<file path="src/rtl/pipe_pkg.sv">
// rtl/pipe_pkg.sv - shared types and constants for the pipeline hazard controller
package pipe_pkg;

  typedef enum logic [1:0] {
    RUN      = 2'd0,
    BR_WAIT  = 2'd1,
    MEM_WAIT = 2'd2
  } hz_state_t;

  localparam int REG_WIDTH_DEF = 5;
  localparam logic [REG_WIDTH_DEF-1:0] X0 = '0;

endpackage

</file>
<file path="src/rtl/pipe_hazard_ctrl_sat_counter.sv">
// rtl/pipe_hazard_ctrl_sat_counter.sv - saturating event counter
module sat_counter #(
  parameter int WIDTH = 16
) (
  input  logic             clk,
  input  logic             reset,
  input  logic             inc,
  output logic [WIDTH-1:0] count
);

  // Sticks at all-ones so long runs never wrap back to small values.
  always_ff @(posedge clk or posedge reset) begin
    if (reset) begin
      count <= '0;
    end else if (inc && (count != '1)) begin
      count <= count + WIDTH'(1);
    end
  end

endmodule

</file>
<file path="src/rtl/pipe_hazard_ctrl.sv">
// rtl/pipe_hazard_ctrl.sv - stall/flush controller for the 5-stage RV32 pipeline
module pipe_hazard_ctrl
  import pipe_pkg::*;
#(
  parameter int REG_WIDTH = REG_WIDTH_DEF,
  parameter int CNT_WIDTH = 16
) (
  input  logic                 clk,
  input  logic                 reset,
  input  logic [REG_WIDTH-1:0] ifid_rs1,
  input  logic [REG_WIDTH-1:0] ifid_rs2,
  input  logic [REG_WIDTH-1:0] idex_rd,
  input  logic                 idex_memread,
  input  logic                 idex_branch,
  input  logic                 exmem_branch,
  input  logic                 exmem_taken,
  input  logic                 dmem_req,
  input  logic                 dmem_ready,
  output logic                 pc_en,
  output logic                 pc_sel_target,
  output logic                 ifid_write,
  output logic                 ifid_flush,
  output logic                 idex_bubble,
  output logic                 pipe_hold,
  output logic [CNT_WIDTH-1:0] stall_cnt,
  output logic [CNT_WIDTH-1:0] flush_cnt
);

  hz_state_t state, state_next;
  hz_state_t ret_state, ret_next;
  hz_state_t eff_state;
  logic      mem_wait;
  logic      load_use;
  logic      flush_evt;

  // Once in MEM_WAIT, the pipe behaves as the interrupted state on release.
  assign eff_state = (state == MEM_WAIT) ? ret_state : state;
  assign mem_wait  = (state == MEM_WAIT) ? !dmem_ready : (dmem_req && !dmem_ready);
  assign load_use  = idex_memread && (idex_rd != REG_WIDTH'(X0)) &&
                     ((idex_rd == ifid_rs1) || (idex_rd == ifid_rs2));

  always_ff @(posedge clk or posedge reset) begin
    if (reset) begin
      state     <= RUN;
      ret_state <= RUN;
    end else begin
      state     <= state_next;
      ret_state <= ret_next;
    end
  end

  always_comb begin
    pc_en         = 1'b1;
    pc_sel_target = 1'b0;
    ifid_write    = 1'b1;
    ifid_flush    = 1'b0;
    idex_bubble   = 1'b0;
    pipe_hold     = 1'b0;
    flush_evt     = 1'b0;
    state_next    = RUN;
    ret_next      = ret_state;

    if (mem_wait) begin
      pc_en      = 1'b0;
      ifid_write = 1'b0;
      pipe_hold  = 1'b1;
      ret_next   = eff_state;
      state_next = MEM_WAIT;
    end else if (eff_state == BR_WAIT) begin
      if (exmem_branch && exmem_taken) begin
        pc_sel_target = 1'b1;
        ifid_flush    = 1'b1;
        idex_bubble   = 1'b1;
        flush_evt     = 1'b1;
      end else if (!exmem_branch) begin
        pc_en       = 1'b0;
        ifid_write  = 1'b0;
        idex_bubble = 1'b1;
        state_next  = BR_WAIT;
      end
    end else if (idex_branch) begin
      pc_en       = 1'b0;
      ifid_write  = 1'b0;
      idex_bubble = 1'b1;
      state_next  = BR_WAIT;
    end else if (load_use) begin
      pc_en       = 1'b0;
      ifid_write  = 1'b0;
      idex_bubble = 1'b1;
    end

    if (reset) begin
      pc_en         = 1'b1;
      pc_sel_target = 1'b0;
      ifid_write    = 1'b1;
      ifid_flush    = 1'b0;
      idex_bubble   = 1'b0;
      pipe_hold     = 1'b0;
      flush_evt     = 1'b0;
    end
  end

  sat_counter #(.WIDTH(CNT_WIDTH)) u_stall_cnt (
    .clk   (clk),
    .reset (reset),
    .inc   (!pc_en),
    .count (stall_cnt)
  );

  sat_counter #(.WIDTH(CNT_WIDTH)) u_flush_cnt (
    .clk   (clk),
    .reset (reset),
    .inc   (flush_evt),
    .count (flush_cnt)
  );

endmodule

</file>
<file path="config.mk">
export PLATFORM = sky130hd
export DESIGN_NAME = pipe_hazard_ctrl
export DESIGN_NICKNAME = d
export VERILOG_FILES = /design/src/rtl/pipe_pkg.sv /design/src/rtl/pipe_hazard_ctrl_sat_counter.sv /design/src/rtl/pipe_hazard_ctrl.sv
export SDC_FILE = /design/constraint.sdc
export NUM_CORES = 1
export LEC_CHECK = 0
export ABC_AREA = 1
export CAP_MARGIN = 10
export CORE_UTILIZATION = 30
export DETAILED_ROUTE_END_ITERATION = 16
export PLACE_DENSITY_LB_ADDON = 0.2
export REMOVE_ABC_BUFFERS = 1
export SYNTH_ARGS = -nofsm -noshare
export SYNTH_HDL_FRONTEND = slang
export SYNTH_SLANG_ARGS = --single-unit
</file>
<file path="constraint.sdc">
create_clock -name clk -period 3.3 [get_ports clk]
set_input_delay 0.66 -clock clk [delete_from_list [all_inputs] [get_ports clk]]
set_output_delay 0.66 -clock clk [all_outputs]
set_load 0.01 [all_outputs]
</file>
After elaboration in Yosys (flattened, before gate mapping)
Index checks and enable logic that the tools add are counted.
{ "totals": {"ff_bits": 36} }
{ "classes": {"add_sub_neg": 2, "n_eq_ne": 6, "muxes": 27, "n_reduce_logical": 10} }
{ "ops": {"columns": ["cell", "count"], "rows": [
  ["$add 16x1->16 const B", 2],
  ["$ne 16x16->1 const B", 2],
  ["$mux 1", 24],
  ["$eq 5x5->1", 2],
  ["$logic_and 1x1->1", 6],
  ["$mux 2", 3],
  ["$reduce_bool 5->1", 1],
  ["$eq 2x1->1 const B", 1],
  ["$eq 2x2->1 const B", 1],
  ["$logic_not 1->1", 2],
  ["$logic_or 1x1->1", 1]
]} }

Longest topological paths before layout
{ "depth": {"depth_word": 10, "depth_mapped": 14, "ltp_nobuf": 13} }

Modules after synthesis
Synthesis repeated with hierarchy kept, for this count alone.
{ "hier_totals": {"hier_cells": 385, "hier_area_um2": 2606.2} }
{ "by_module_without_submodules": {"columns": ["mod", "instances", "cells_each", "area_each_um2", "seq_area_each_um2"], "rows": [
  ["sat_counter", 2, 150, 1069.8, 400.4],
  ["pipe_hazard_ctrl", 1, 85, 466.7, 100.1]
]} }

Least setup slack after synthesis
No wires, ideal clock.
{ "synth_timing": {"path_type": "input port to output port", "from": "in reset", "to": "out pc_en", "arrival_time_ns": 2.192, "required_time_ns": 2.640, "path_slack_ns": 0.448, "stages": 8, "path_buffers": 2, "cell_sequence": "inv_1 > nand2_1 > inv_1 > nand2_1 > nand2_4 > buf_4 > inv_1 > buf_4"} }
{ "synth_via": {"elab_chain_cells": 1} }
{ "synth_lines": {"columns": ["item", "line", "text"], "rows": [
  ["start, declared", "pipe_hazard_ctrl.sv:9", "input logic reset,"],
  ["$mux 1", null, null],
  ["end, declared", "pipe_hazard_ctrl.sv:19", "output logic pc_en,"]
]} }
No other way between the ends.

Worst setup path after layout
{ "layout_timing": {"from": "in idex_rd[3]", "to": "out ifid_write"} }
{ "layout_via": {"elab_chain_cells": 8, "elab_cells_between_ends": 11, "cone_classes": "eq/ne: 2; mux: 5; reduce/logical: 4"} }
{ "layout_lines": {"columns": ["item", "line", "text"], "rows": [
  ["start, declared", "pipe_hazard_ctrl.sv:12", "input logic [REG_WIDTH-1:0] idex_rd,"],
  ["$eq 5x5->1 or $reduce_bool 5->1 (tied branches)", "pipe_hazard_ctrl.sv:40, pipe_hazard_ctrl.sv:39", null],
  ["$logic_or 1x1->1 or $logic_and 1x1->1 (tied branches)", "pipe_hazard_ctrl.sv:40, pipe_hazard_ctrl.sv:39", null],
  ["$logic_and 1x1->1 (*)", "pipe_hazard_ctrl.sv:39", "assign load_use = idex_memread && (idex_rd != REG_WIDTH'(X0)) &&"],
  ["$mux 1 (*)", "pipe_hazard_ctrl.sv:86", "end else if (load_use) begin"],
  ["$mux 1 (*)", "pipe_hazard_ctrl.sv:81", "end else if (idex_branch) begin"],
  ["$mux 1 (*)", "pipe_hazard_ctrl.sv:69", "end else if (eff_state == BR_WAIT) begin"],
  ["$mux 1 (*)", "pipe_hazard_ctrl.sv:63", "if (mem_wait) begin"],
  ["$mux 1 (*)", "pipe_hazard_ctrl.sv:92", "if (reset) begin"],
  ["end, declared", "pipe_hazard_ctrl.sv:21", "output logic ifid_write,"]
]} }
Mark *: on every way between the ends. The rest lies on a longest branch, timed or not.

==> run summary <==
Status: complete, no violations
I/O Pins: 61
Min-delay src: ret_state[1]
Initial Util: 31.60%
Syn Inst Count: 318
Final hold vios: 0
Area grow syn2layout: 33.37%
Fin nets: 405
GPL Wtd Cong: 0.8036
Placement Rows: 31
Final wirelength: 5334 µm
Worst hold margin: 0.4880 ns
Vias in the first global route: 2042
Slew Viols, Final: 0
DRC viols: 0
Post-synth top area share: 38.69%
Core Box Area: 0.007370 mm²
Final period util: 93.30%
RSZ-0062 raised after global routing: false
Die ar.: 0.008118 mm²
Ys flop type: dfrtp_1
Normalized max-slew margin: 69.20%
Post-route minimum period: 3.079 ns
TritonCTS buffer count: 5
Syn_area_per_cell: 7.322 µm²
Bufs on Longest Clock Path: 2
Synthesized cell area: 0.002328 mm²
Synth Register Bits: 36
Worst-path clk slew: 0.07 ns
Antenna Nets Post-Route: 0
Crit path max fanout: 3
Peak supply drop: 0.0002664 V
GRT Total Usage: 13.86%
Post-synth EDFFs: 0
Reg-to-Reg Start: u_stall_cnt.count[0]
Sink Count: 36
Largest net degree at the start of global routing: 37
ANT cells: 0
TNS Setup: 0 ns
CP Launch Type: input pin
Synth cell types: 28
Die W: 90.10 µm
Yosys warns: 0
Total design power: 1.301 mW
Post-synth ARST share: 100.0%
Total gr overflow: 0
Leak Pwr: 1.485 nW
Critical path type: input pin to output port
Launch point of the worst path: idex_rd[3]
Commonest non-fill, non-tap cell in the layout: nand2_1
HP Class: flop to flop
Post-CTS setup buffers: 0
CTS tree: built
Via count: 2105
Root Driver: clkbuf_8
Fmax: 324.8 MHz
Die Y: 90.10 µm
Worst EP required: 2.64 ns
Fin Clk Skew: 0.007280 ns
Post-Place Worst Slack: 0.1371 ns
Sequential cell area fraction in the yosys report: 38.69%
Initial antenna violation count: 0
Avg WL per Cell: 11.11 µm
H-tree depth: 2
Most frequent cells in the layout: nand2_1 (107), clkdlybuf4s50_1 (59), inv_1 (36), dfrtp_1 (36), nand3_1 (27)
Crit path DAT: 2.42 ns
# setup viols final: 0
Worst Setup End Kind: output port
Worst slew pin tran: 0.4584 ns
First-pass GRT wire length: 9266 µm
Initial DRC count: 116
Power per cell area: 419.0 mW/mm²
Top cells by area, synth: dfrtp_1 (39%), nand2_1 (17%), xor2_1 (6.4%)
Area leader, netlist: dfrtp_1
Dpl hpwl: 4023 µm
Final WS setup: 0.2210 ns
Pre-Repair DR Iteration Count: 5
Max-cap violations: 0
Via density: 4.385
Share of cells above drive strength 1: 7.612%
PortBufs: 60
Worst-Skew Late Latency: 0.28 ns
routing by layer:
layer / track usage, % / wire [µm] / vias up
met2: 23.35 / 2516 / 32
met3: 2.792 / 170 / 4
met1: 18.11 / 2594 / 958
li1: - / - / 1111
met5: 0 / 0 / -
met4: 3.495 / 53 / 0
synthesized netlist by cell type, types with 3 or more instances:
| cell type | instances |
|---|---|
| nand2_1 | 107 |
| dfrtp_1 | 36 |
| inv_1 | 36 |
| nand3_1 | 27 |
| nor2_1 | 25 |
| xor2_1 | 17 |
| nor3_1 | 10 |
| xnor2_1 | 10 |
| o21ai_0 | 7 |
| nand4_1 | 6 |
| inv_2 | 5 |
| nor2_2 | 5 |
| buf_4 | 3 |
| nand2_4 | 3 |
| nand3b_1 | 3 |
| nor2_4 | 3 |
logic make-up after synthesis:
| family | synth area share, % |
|---|---|
| flip-flops | 38.69 |
| AO/OA/AOI/OAI | 2.472 |
| AND/OR/NAND/NOR | 38.64 |
| buffers and inverters | 8.974 |
| adder cells (fa/ha/maj) | 1.075 |
| XOR/XNOR | 10.16 |
state kept, by name, indices dropped and copies added (netlist names):
register,count
u_flush_cnt.count,16
ret_state,2
state,2
u_stall_cnt.count,16
critical path, stage by stage:
cell	delay [ns]
clkdlybuf4s50_1	0.46
inv_2	0.09
nand4_1	0.10
o21ai_0	0.16
inv_1	0.05
nand2_1	0.06
nand2_1	0.05
nand2_1	0.10
nand2_4	0.05
inv_1	0.07
clkdlybuf4s50_1	0.55
final timing paths:
path / end / slack (ns) / cells past startpoint
max: ifid_write / 0.22 / 11
min: ret_state[1] / 0.49 / 2
max reg2reg: u_stall_cnt.count[11] / 1.44 / 9
min reg2reg: ret_state[1] / 0.49 / 2
max in group asynchronous: u_stall_cnt.count[13] / 2.06 / 3
min in group asynchronous: u_stall_cnt.count[9] / 0.91 / 3
report_power, final:
part | internal [mW] | switching, mW
Clock | 0.170 | 0.154
Combinational | 0.203 | 0.191
Sequential | 0.503 | 0.0802
Total | 0.876 | 0.425
stage by stage:
| stage | instance area, µm² | util, % | instances |
|---|---|---|---|
| global placement | 3013 | 40.88 | 472 |
| floorplan | 2273 | - | 311 |
| finish | 3105 | 42.14 | 480 |
| detailed placement | 3013 | 40.88 | 472 |
| CTS | 3103 | 42.11 | 480 |
| global route | 3105 | 42.14 | 480 |
what timing repair did:
item                                    4_1_cts  5_1_grt
gates resized for setup                       0        1
hold buffers                                  0        0
endpoints found under the setup margin        0        1
final cells by class:
| type | count | area (µm²) |
|---|---|---|
| sequential | 36 | 900.9 |
| clock buffer | 8 | 90.09 |
| fill | 777 | 4264 |
| multi-input combinational | 234 | 1219 |
| tap | 99 | 123.9 |
| inverter | 41 | 153.9 |
| timing repair buffer | 62 | 618.1 |
Note: power is estimated with default switching activity, not from simulation.
